==> src/rtl/uart_pkg.sv <==
// Shared UART definitions: FSM state encoding, default timing constants and width helper.
// Intended to be imported by both uart_tx and the future uart_rx.
package uart_pkg;

    typedef enum logic [2:0] {
        StIdle,
        StFetch,
        StLatch,
        StStart,
        StData,
        StParity,
        StStop
    } uart_state_e;

    // 100 MHz / 115200 baud
    localparam int unsigned DefClksPerBit = 868;
    localparam int unsigned DefDataWidth  = 8;

    // Index width that stays at least one bit wide for single-entry ranges.
    function automatic int unsigned idx_width(input int unsigned n);
        return (n > 1) ? $clog2(n) : 1;
    endfunction

endpackage

==> src/rtl/uart_baud_cnt.sv <==
// Baud-rate counter: counts 0..CLKS_PER_BIT-1 while not cleared, wrapping at each bit boundary.
// bit_tick marks the last cycle of a bit; pre_tick marks the cycle before it.
module uart_baud_cnt
    import uart_pkg::*;
#(
    parameter int unsigned CLKS_PER_BIT = DefClksPerBit
) (
    input  logic clk,
    input  logic rst_n,
    input  logic clear,
    output logic bit_tick,
    output logic pre_tick
);

    localparam int unsigned CntW = $clog2(CLKS_PER_BIT);
    localparam logic [CntW-1:0] CntMax = CntW'(CLKS_PER_BIT - 1);
    localparam logic [CntW-1:0] CntPre = CntW'(CLKS_PER_BIT - 2);

    logic [CntW-1:0] cnt_q;
    logic [CntW-1:0] cnt_d;

    assign bit_tick = (cnt_q == CntMax);
    assign pre_tick = (cnt_q == CntPre);

    always_comb begin
        cnt_d = cnt_q;
        if (clear || bit_tick) begin
            cnt_d = '0;
        end else begin
            cnt_d = cnt_q + 1'b1;
        end
    end

    always_ff @(posedge clk or negedge rst_n) begin
        if (!rst_n) begin
            cnt_q <= '0;
        end else begin
            cnt_q <= cnt_d;
        end
    end

endmodule

==> src/rtl/uart_tx.sv <==
// UART transmitter: pulls one word per frame from an upstream FIFO and serialises it
// as start, DATA_WIDTH data bits (LSB first), optional parity and one stop bit.
module uart_tx
    import uart_pkg::*;
#(
    parameter int unsigned CLKS_PER_BIT = DefClksPerBit,
    parameter int unsigned DATA_WIDTH   = DefDataWidth,
    parameter bit          PARITY_EN    = 1'b0,
    parameter bit          PARITY_ODD   = 1'b0
) (
    input  logic                  clk,
    input  logic                  rst_n,
    input  logic                  tx_en,
    input  logic                  fifo_empty,
    input  logic [DATA_WIDTH-1:0] fifo_data,
    output logic                  fifo_rd_en,
    output logic                  tx,
    output logic                  tx_busy,
    output logic                  tx_done
);

    localparam int unsigned IdxW = idx_width(DATA_WIDTH);
    localparam logic [IdxW-1:0] IdxLast = IdxW'(DATA_WIDTH - 1);

    uart_state_e           state_q, state_d;
    logic [DATA_WIDTH-1:0] shift_q, shift_d;
    logic [IdxW-1:0]       idx_q, idx_d;
    logic                  parity_q, parity_d;
    logic                  init_q;
    logic                  tx_q, tx_d;
    logic                  rd_en_q, rd_en_d;
    logic                  busy_q, busy_d;
    logic                  done_q, done_d;

    logic start_ok;
    logic baud_clear;
    logic bit_tick;
    logic pre_tick;

    // Baud count only runs while a bit is actually on the line.
    assign baud_clear = (state_q == StIdle) || (state_q == StFetch) || (state_q == StLatch);

    uart_baud_cnt #(
        .CLKS_PER_BIT(CLKS_PER_BIT)
    ) u_baud_cnt (
        .clk     (clk),
        .rst_n   (rst_n),
        .clear   (baud_clear),
        .bit_tick(bit_tick),
        .pre_tick(pre_tick)
    );

    // init_q holds off the first fetch for one edge after reset release.
    assign start_ok = init_q && tx_en && !fifo_empty;

    always_comb begin
        state_d  = state_q;
        shift_d  = shift_q;
        idx_d    = idx_q;
        parity_d = parity_q;

        unique case (state_q)
            StIdle: begin
                if (start_ok) begin
                    state_d = StFetch;
                end
            end
            StFetch: begin
                state_d = StLatch;
            end
            StLatch: begin
                shift_d  = fifo_data;
                parity_d = (^fifo_data) ^ PARITY_ODD;
                idx_d    = '0;
                state_d  = StStart;
            end
            StStart: begin
                if (bit_tick) begin
                    state_d = StData;
                end
            end
            StData: begin
                if (bit_tick) begin
                    if (idx_q == IdxLast) begin
                        state_d = PARITY_EN ? StParity : StStop;
                    end else begin
                        idx_d   = idx_q + 1'b1;
                        shift_d = shift_q >> 1;
                    end
                end
            end
            StParity: begin
                if (bit_tick) begin
                    state_d = StStop;
                end
            end
            StStop: begin
                if (bit_tick) begin
                    state_d = StIdle;
                end
            end
            default: begin
                state_d = StIdle;
            end
        endcase

        // Outputs are decoded from the next state so the flops line up with the state.
        rd_en_d = (state_d == StFetch);
        // Stay busy across the idle gap when another frame is already queued.
        busy_d  = (state_d != StIdle) || start_ok;
        done_d  = (state_q == StStop) && pre_tick;

        unique case (state_d)
            StStart:  tx_d = 1'b0;
            StData:   tx_d = shift_d[0];
            StParity: tx_d = parity_d;
            default:  tx_d = 1'b1;
        endcase
    end

    always_ff @(posedge clk or negedge rst_n) begin
        if (!rst_n) begin
            state_q  <= StIdle;
            shift_q  <= '0;
            idx_q    <= '0;
            parity_q <= 1'b0;
            init_q   <= 1'b0;
            tx_q     <= 1'b1;
            rd_en_q  <= 1'b0;
            busy_q   <= 1'b0;
            done_q   <= 1'b0;
        end else begin
            state_q  <= state_d;
            shift_q  <= shift_d;
            idx_q    <= idx_d;
            parity_q <= parity_d;
            init_q   <= 1'b1;
            tx_q     <= tx_d;
            rd_en_q  <= rd_en_d;
            busy_q   <= busy_d;
            done_q   <= done_d;
        end
    end

    assign fifo_rd_en = rd_en_q;
    assign tx         = tx_q;
    assign tx_busy    = busy_q;
    assign tx_done    = done_q;

endmodule

==> config.mk <==
export PLATFORM = sky130hd
export DESIGN_NAME = uart_tx
export DESIGN_NICKNAME = d
export VERILOG_FILES = /design/src/rtl/uart_pkg.sv /design/src/rtl/uart_baud_cnt.sv /design/src/rtl/uart_tx.sv
export SDC_FILE = /design/constraint.sdc
export NUM_CORES = 1
export LEC_CHECK = 0
export ABC_AREA = 1
export CAP_MARGIN = 20
export CORE_MARGIN = 4
export CORE_UTILIZATION = 48
export DETAILED_ROUTE_END_ITERATION = 7
export GPL_TIMING_DRIVEN = 0
export PLACE_DENSITY_LB_ADDON = 0.25
export RECOVER_POWER = 100
export SLEW_MARGIN = 30
export SYNTH_ARGS = -nofsm -noshare
export SYNTH_HDL_FRONTEND = slang
export SYNTH_SLANG_ARGS = --single-unit
==> constraint.sdc <==
create_clock -name clk -period 2.5 [get_ports clk]
set_input_delay 0.5 -clock clk [delete_from_list [all_inputs] [get_ports clk]]
set_output_delay 0.5 -clock clk [all_outputs]
set_load 0.02 [all_outputs]
==> results.md, run 1 <==
• finished, violations left — result of the run
• capacitance limit, slew limit — failing checks
• flop — critical path capture point type
• 15 — count of input and output buffers
• 5.03 — via density per instance
• 0.44 ns — slack of the worst reg-to-reg path
• 0 — number of endpoints with negative hold slack in the final report
• 206 — syn nets
• sky130_fd_sc_hd__clkbuf_4 — clock root buffer
• 3150 µm — Total Routed Length
• 66.3 µm — Die Width
• 302 — number of filler instances in the final layout
• 0.877 — placer's final routability congestion estimate
• 1.60 ns — measured slew at the worst slew-check pin
• 2 — H-tree depth reported by CTS
• 13.4% — Area Overhead vs Synth
• 2.33 ns — Data arrival, critical path
• 0 — setup repair bufs after CTS
• sky130_fd_sc_hd__dfrtp_1 — master of the slowest instance on the critical path
• 752 µm² — sequential cell area
• 2.77 ns — required arrival time at the worst endpoint
• sky130_fd_sc_hd__dfrtp_1 — most used flip-flop cell after synthesis
• 31 — number of max-slew violations in the final report
• 5 — clock buffer count from CTS
• 82.3% — final worst path period share
• 66.3 µm — height of the chip
• 0.000218 V — IR drop worst, VDD
• -6.41% — Rel. slew slack
• false — RSZ-0062 raised after global routing
• tx — FF-to-FF End
• 32.6% — share of power burned in the clock network
• 32 — count of unique library cells instantiated by Yosys
• 44.4% — portion of synthesized cell area occupied by the leading cell type
• 773 µm² — area of the multi-input gates
• tx — Worst setup endpoint
• 16 — I/O pin cnt
• 17.2% — All-Layer GR Usage
• 0.917 nW — LEAKAGE
• 0 — Synth Warn #
• 8.6% — portion of total power attributed to combinational logic
• 0.09 ns — Clock Pin Slew Worst Setup and Hold Paths
• flop to flop — min-delay worst type
• 30 — Clock Sinks
• ha_1, nand3_1, nor2_1, nand2_4, nand2_2, nand2_2, nor2_1, nand2_1, o21ai_1, nand3_1 — critical path, cell by cell
• 228 — count of nets after finishing
• 4400 µm² — floorplan die area
• 0 — PostCTS Resize Cnt
• 4 — first drt pass iteration count
• 2 — maximum count of clock buffers along a single path
• 0.34 ns — clock latency on the worst-skew pair
• u_baud_cnt.cnt_q[0] — Critical path origin
• 20 — row cnt
• 0 — Inserted Diodes
• 10 — depth of the worst register-to-register path
• 1630 µm² — netlist area before placement
• 0 — gr ovfl total
• done — TritonCTS clock tree
• 458 nW/µm² — power density over the cells
• 51.8% — initial cell density of the core
• 0.488 ns — worst hold-check slack
• 0 — antenna violations before repair
• sky130_fd_sc_hd__dfrtp_1, sky130_fd_sc_hd__nand2_1, sky130_fd_sc_hd__nand3_1 — ranking of synthesized cells by area
• sky130_fd_sc_hd__dfrtp_1 — top cell type by total area after synthesis
• 6 — Crit Path Max Fanout
• 0.00533 ns — clock skew after layout
• 1 — # Max-Cap Violations
• 58.9% — sequential group share of total power
• 0 — Antenna Violating Nets Remaining
• 31 — largest net degree at the start of global routing
• sky130_fd_sc_hd__nand2_1 — most common cell in the netlist
• 486 MHz — maximum frequency from static timing analysis
• 12.3 µm — DR WL/cell
• 0 — post-cts hold buffer count
• 0 — Setup-failing EPs final
• u_baud_cnt.cnt_q[0] — critical register-to-register path startpoint
• 0 — number of synthesized flops with an enable pin
• 0.000208 W — Switch Pwr
• 5530 µm — first-pass GRT wire length
• 0 — DRC violation count after routing
• 12.7% — layout cells sized above 1
• 0.44 ns — delay of the slowest cell on the worst path
• sky130_fd_sc_hd__nand2_1, sky130_fd_sc_hd__dfrtp_1, sky130_fd_sc_hd__nor2_1 — leading cell types by count after synthesis
• 0 ns — setup total negative slack
• 100% — share of flip-flops with an asynchronous set or reset
• flop to flop — category of the most critical setup path
• 1274 — vias in the first global route
• 3150 µm² — Core ar.
• 46.0% — part of the Yosys area used for sequential elements
• 2370 µm — detailed placer's ending HPWL
• 0.000641 W — internal cell power
• 30 — number of register bits inferred by synthesis
• 8.60 µm² — Post-Synthesis Mean Instance Area
• 1293 — number of vias in the routed layout
• 49 — number of design-rule violations left by the first detailed-router iteration
• flop — Worst setup SP type
• 24.5% — switching portion of total power
• 2.06 ns — shortest period the worst path allows
• 190 — Post-Synthesis Cells
[critical path, delay by kind of cell, from the launching register on]
family | cells | cell delay (ns)
AOI/OAI and AO/OA | 1 | 0.11
and+or+nand+nor | 8 | 1.22
adders and majority gates | 1 | 0.22
DFF | 1 | 0.44
[per-stage QoR]
stage	worst slack, ns	instances	power (W)	utilization (%)	area, µm²
final	0.443	257	0.000850	58.8	1850
after detailed placement	0.684	249	0.000585	58.2	1830
after CTS	0.537	257	0.000859	59.7	1880
after global routing	0.281	257	0.000895	58.8	1850
after global placement	0.451	249	0.000582	58.3	1840
after floorplan	0.949	190	0.000545	-	1630
[worst min path at each step]
stage,start,depth (start not counted),end
after global placement,shift_q[2],2,shift_q[2]
after detailed placement,shift_q[6],2,shift_q[6]
after global routing,shift_q[4],2,shift_q[4]
after floorplan,rst_n,0,fifo_rd_en
after CTS,rst_n,1,u_baud_cnt.cnt_q[1]
final,shift_q[6],2,shift_q[6]
[routing by layer]
| layer | share of wire [%] | up-vias | global-route usage (%) |
|---|---|---|---|
| li1 | - | 668 | - |
| met1 | 48 | 598 | 20.2 |
| met2 | 46 | 17 | 27.9 |
| met3 | 3.9 | 10 | 5.95 |
| met4 | 2.4 | 0 | 8.12 |
| met5 | 0 | - | 0 |
[sequential cells by signal, summed over array words and instances, names as in the netlist]
register	flops
init_q	1
parity_q	1
idx_q	3
fifo_rd_en	1
state_q	3
shift_q	8
tx_done	1
tx_busy	1
u_baud_cnt.cnt_q	10
tx	1
[final cells by class]
cell class                      instances  share of cell area [%]
Clock buffer                            8                    2.63
Inverter                               20                    4.05
Sequential cell                        30                    40.6
Timing Repair Buffer                   15                    7.77
Buffer                                  1                   0.270
Tap cell                               44                    2.97
Multi-Input combinational cell        139                    41.7
[power groups by stage]
stage	combinational [W]	clock (W)	sequential (W)
finish	0.0000728	0.000277	0.000500
global route	0.0000844	0.000309	0.000502
CTS	0.0000752	0.000283	0.000500
detailed placement	0.0000751	0	0.000510
global placement	0.0000725	0	0.000509
floorplan	0.0000370	0	0.000508
[kinds of logic (layout without fill, tap and decap cells)]
family | after synthesis | count (layout) | synth area share [%]
and+or+nand+nor | 103 | 103 | 31.9
DFF | 30 | 30 | 46.0
AOI/OAI and AO/OA | 22 | 22 | 9.04
buffers and inverters | 21 | 44 | 4.90
xor gates and xnor gates | 9 | 9 | 4.82
adders and majority gates | 4 | 4 | 3.06
other | 1 | 1 | 0.229
[placed cells by master, fill, tap and decap left out, types with 2 or more instances in the layout]
| cell type | Yosys | layout |
|---|---|---|
| sky130_fd_sc_hd__clkbuf_1 | 0 | 4 |
| sky130_fd_sc_hd__dfrtp_1 | 29 | 29 |
| sky130_fd_sc_hd__nand2_2 | 5 | 5 |
| sky130_fd_sc_hd__a22oi_1 | 4 | 4 |
| sky130_fd_sc_hd__xor2_1 | 5 | 5 |
| sky130_fd_sc_hd__dlygate4sd3_1 | 0 | 6 |
| sky130_fd_sc_hd__a22o_1 | 3 | 3 |
| sky130_fd_sc_hd__nand3_1 | 14 | 16 |
| sky130_fd_sc_hd__inv_2 | 10 | 9 |
| sky130_fd_sc_hd__clkdlybuf4s50_1 | 0 | 8 |
| sky130_fd_sc_hd__xnor2_1 | 4 | 4 |
| sky130_fd_sc_hd__nand3_2 | 4 | 2 |
| sky130_fd_sc_hd__o21ai_0 | 1 | 2 |
| sky130_fd_sc_hd__nand2_1 | 45 | 45 |
| sky130_fd_sc_hd__clkbuf_4 | 0 | 5 |
| sky130_fd_sc_hd__nor3b_1 | 2 | 2 |
| sky130_fd_sc_hd__o21ai_1 | 3 | 2 |
| sky130_fd_sc_hd__inv_1 | 10 | 11 |
| sky130_fd_sc_hd__nand4_1 | 2 | 2 |
| sky130_fd_sc_hd__a32oi_1 | 2 | 2 |
| sky130_fd_sc_hd__nor2_1 | 15 | 17 |
| sky130_fd_sc_hd__ha_1 | 4 | 4 |
| sky130_fd_sc_hd__nor3_1 | 8 | 8 |
| sky130_fd_sc_hd__a21oi_1 | 6 | 7 |
No activity file was read; power rests on OpenSTA's default activity.
==> run 2, diff against run 1 <==
==> constraint.sdc (replaced) <==
create_clock -name clk -period 1.98 [get_ports clk]
set_input_delay 0.396 -clock clk [delete_from_list [all_inputs] [get_ports clk]]
set_output_delay 0.396 -clock clk [all_outputs]
set_load 0.02 [all_outputs]
==> run 2 against run 1 <==
The flow still finishes with violations (capacitance limit, slew limit). Power up 26%. Sequential cell count is the same. Cell count is the same. Die area did not move. Utilization is 0.24 points higher. First-iteration DRC count is 20% higher. Non-clock buffer count unchanged. Clock skew increased by 0.00053 ns. Combinational power grew 27%. Final area grew 0.40%. Global-route usage stayed put. Critical path type is now flop to output pin. Highest routed layer unchanged.
==> results.md, run 2 (synthesis gave the netlist of run 1 again) <==
• input pin to async pin — min-delay worst type
• 576 nW/µm² — power density over the cells, +26%
• buffers and inverters — Crit path max-delay family
• met2 — global route hottest layer
• 1.61 ns — measured slew at the worst slew-check pin, +0.0105 ns
• sky130_fd_sc_hd__clkdlybuf4s50_1 — master of the slowest instance on the critical path
• 752 µm² — sequential cell area, unchanged
• 3150 µm — Total Routed Length, about the same
• 1308 — number of vias in the routed layout, +1.2%
• tx_busy — FF-to-FF End
• 0 — Setup-failing EPs final, unchanged
• flop — Worst setup SP type
• 5 — clock buffer count from CTS, unchanged
• 228 — count of nets after finishing, unchanged
• 542 MHz — maximum frequency from static timing analysis
• u_baud_cnt.cnt_q — largest register by flop count
• finished, violations left — result of the run
• 2370 µm — detailed placer's ending HPWL, unchanged
• 0.34 ns — clock latency on the worst-skew pair, about the same
• 15 — count of input and output buffers, unchanged
• done — TritonCTS clock tree
• 0.877 — placer's final routability congestion estimate, unchanged
• 2 — H-tree depth reported by CTS, unchanged
• 0 — antenna violations before repair, unchanged
• 3150 µm² — Core ar., unchanged
• u_baud_cnt.cnt_q[0] — critical register-to-register path startpoint
• 0.21 ns — slack of the worst reg-to-reg path, -0.23 ns
• 31 — number of max-slew violations in the final report, unchanged
• 12.2% — layout cells sized above 1, -0.47 points
• 8 — depth of the worst register-to-register path, -2
• 0 ns — setup total negative slack, unchanged
• 0 — gr ovfl total, unchanged
• 1860 µm² — Design Area, Final, +0.40%
• 1274 — vias in the first global route, unchanged
• 66.3 µm — Die Width, unchanged
• 0.59 ns — delay of the slowest cell on the worst path, +0.15 ns
• u_baud_cnt.cnt_q x10, shift_q x8 — Largest regs
• -7.11% — Rel. slew slack, -0.70 points
• 2 — maximum count of clock buffers along a single path, unchanged
• 30 — Clock Sinks, unchanged
• 0.445 ns — worst hold-check slack, -0.0429 ns
• capacitance limit, slew limit — failing checks
• 17.2% — All-Layer GR Usage, unchanged
• 59 — number of design-rule violations left by the first detailed-router iteration, +20%
• 20.2% — met1 track utilization from global routing, unchanged
• 0.915 nW — LEAKAGE, -0.22%
• 0 — number of endpoints with negative hold slack in the final report, unchanged
• 1 — # Max-Cap Violations, unchanged
• 301 — number of filler instances in the final layout, -0.33%
• 5 — first drt pass iteration count, +1
• false — RSZ-0062 raised after global routing
• 1 — Crit Path Max Fanout, -5
• 0.09 ns — Clock Pin Slew Worst Setup and Hold Paths, about the same
• output pin — critical path capture point type
• 16 — I/O pin cnt, unchanged
• 66.3 µm — height of the chip, unchanged
• 1 — combined buffer and inverter count along the critical path, +1
• 0 — Antenna Violating Nets Remaining, unchanged
• sky130_fd_sc_hd__nand2_1, sky130_fd_sc_hd__dfrtp_1, sky130_fd_sc_hd__nand3_1, sky130_fd_sc_hd__nor2_1, sky130_fd_sc_hd__inv_1 — commonest cells after routing, fill and taps aside
• 1.85 ns — shortest period the worst path allows
• 0 — setup repair bufs after CTS, unchanged
• 781 µm² — area of the multi-input gates, +0.97%
• sky130_fd_sc_hd__nand2_1 — most common cell after layout, fill and taps aside
• 20 — row cnt, unchanged
• 5.95% — met3 global-route usage, unchanged
• 13.9% — Area Overhead vs Synth
• flop to output pin — category of the most critical setup path
• 1.58 ns — required arrival time at the worst endpoint, -1.19 ns
• 93.2% — final worst path period share
• 12.3 µm — DR WL/cell, about the same
• 0.00586 ns — clock skew after layout, +0.000529 ns
• 31 — largest net degree at the start of global routing, unchanged
• 0 — post-cts hold buffer count, unchanged
• 1.45 ns — Data arrival, critical path, -0.88 ns
• clkdlybuf4s50_1 — critical path, cell by cell
• sky130_fd_sc_hd__clkbuf_4 — clock root buffer
• 0 — DRC violation count after routing, unchanged
• 27.9% — global routing usage on met2, unchanged
• 4400 µm² — floorplan die area, unchanged
• 10 — Largest register FFs, unchanged
• 1830 µm² — placed inst area, unchanged
• 0.000276 V — IR drop worst, VDD, +26%
• 0 — PostCTS Resize Cnt, unchanged
• 51.8% — initial cell density of the core, unchanged
• 5.09 — via density per instance, +1.2%
• 0 — Inserted Diodes, unchanged
• 5530 µm — first-pass GRT wire length, unchanged
==> run 2: how the worst max path moves through the flow <==
stage / cells past startpoint / startpoint / slack [ns] / to
4_1_cts: 1 / tx / 0.12 / tx
5_1_grt: 8 / u_baud_cnt.cnt_q[0] / 0.06 / tx_busy
3_5_place_dp: 9 / idx_q[0] / 0.25 / shift_q[7]
6_report: 1 / tx / 0.13 / tx
2_1_floorplan: 9 / idx_q[0] / 0.43 / shift_q[7]
3_3_place_gp: 1 / rst_n / 0.03 / shift_q[7]
==> run 2: metrics by stage <==
| stage | worst slack (ns) | cells | util, % | power [W] |
|---|---|---|---|---|
| 2_1_floorplan | 0.429 | 190 | - | 0.000689 |
| 3_3_place_gp | 0.0350 | 249 | 58.3 | 0.000735 |
| 3_5_place_dp | 0.253 | 249 | 58.2 | 0.000739 |
| 4_1_cts | 0.121 | 257 | 59.7 | 0.00108 |
| 5_1_grt | 0.0637 | 257 | 59.0 | 0.00113 |
| 6_report | 0.134 | 257 | 59.0 | 0.00107 |
==> run 2: metal layers <==
layer  routed length (µm)  vias to the layer above
met3                  152                       10
met1                 1480                      603
met5                    0                        -
li1                     -                      674
met2                 1450                       21
met4                   75                        0
==> run 2: cell type report <==
cell class	instances	share of cell area [%]
Multi-Input combinational cell	139	42.0
Sequential cell	30	40.4
Timing Repair Buffer	15	7.73
Inverter	20	4.03
Tap cell	44	2.96
Clock buffer	8	2.62
Buffer	1	0.269
==> run 2: where the power goes <==
part           switching (W)  internal, W   total, W  leakage, nW
Sequential        0.00000555     0.000626   0.000631        0.352
Clock               0.000206     0.000141   0.000348       0.0265
Combinational      0.0000497    0.0000427  0.0000924        0.536
Total               0.000262     0.000810    0.00107        0.915
==> run 2: worst register-to-register path: stages, from the launching register on <==
cell and delay, ns:
sky130_fd_sc_hd__dfrtp_1 0.45, sky130_fd_sc_hd__ha_1 0.22, sky130_fd_sc_hd__nand3_1 0.12, sky130_fd_sc_hd__nor2_4 0.20, sky130_fd_sc_hd__nand2_4 0.09, sky130_fd_sc_hd__a21oi_1 0.25, sky130_fd_sc_hd__inv_1 0.09, sky130_fd_sc_hd__nor3_1 0.18
sky130_fd_sc_hd__nand2_1 0.06
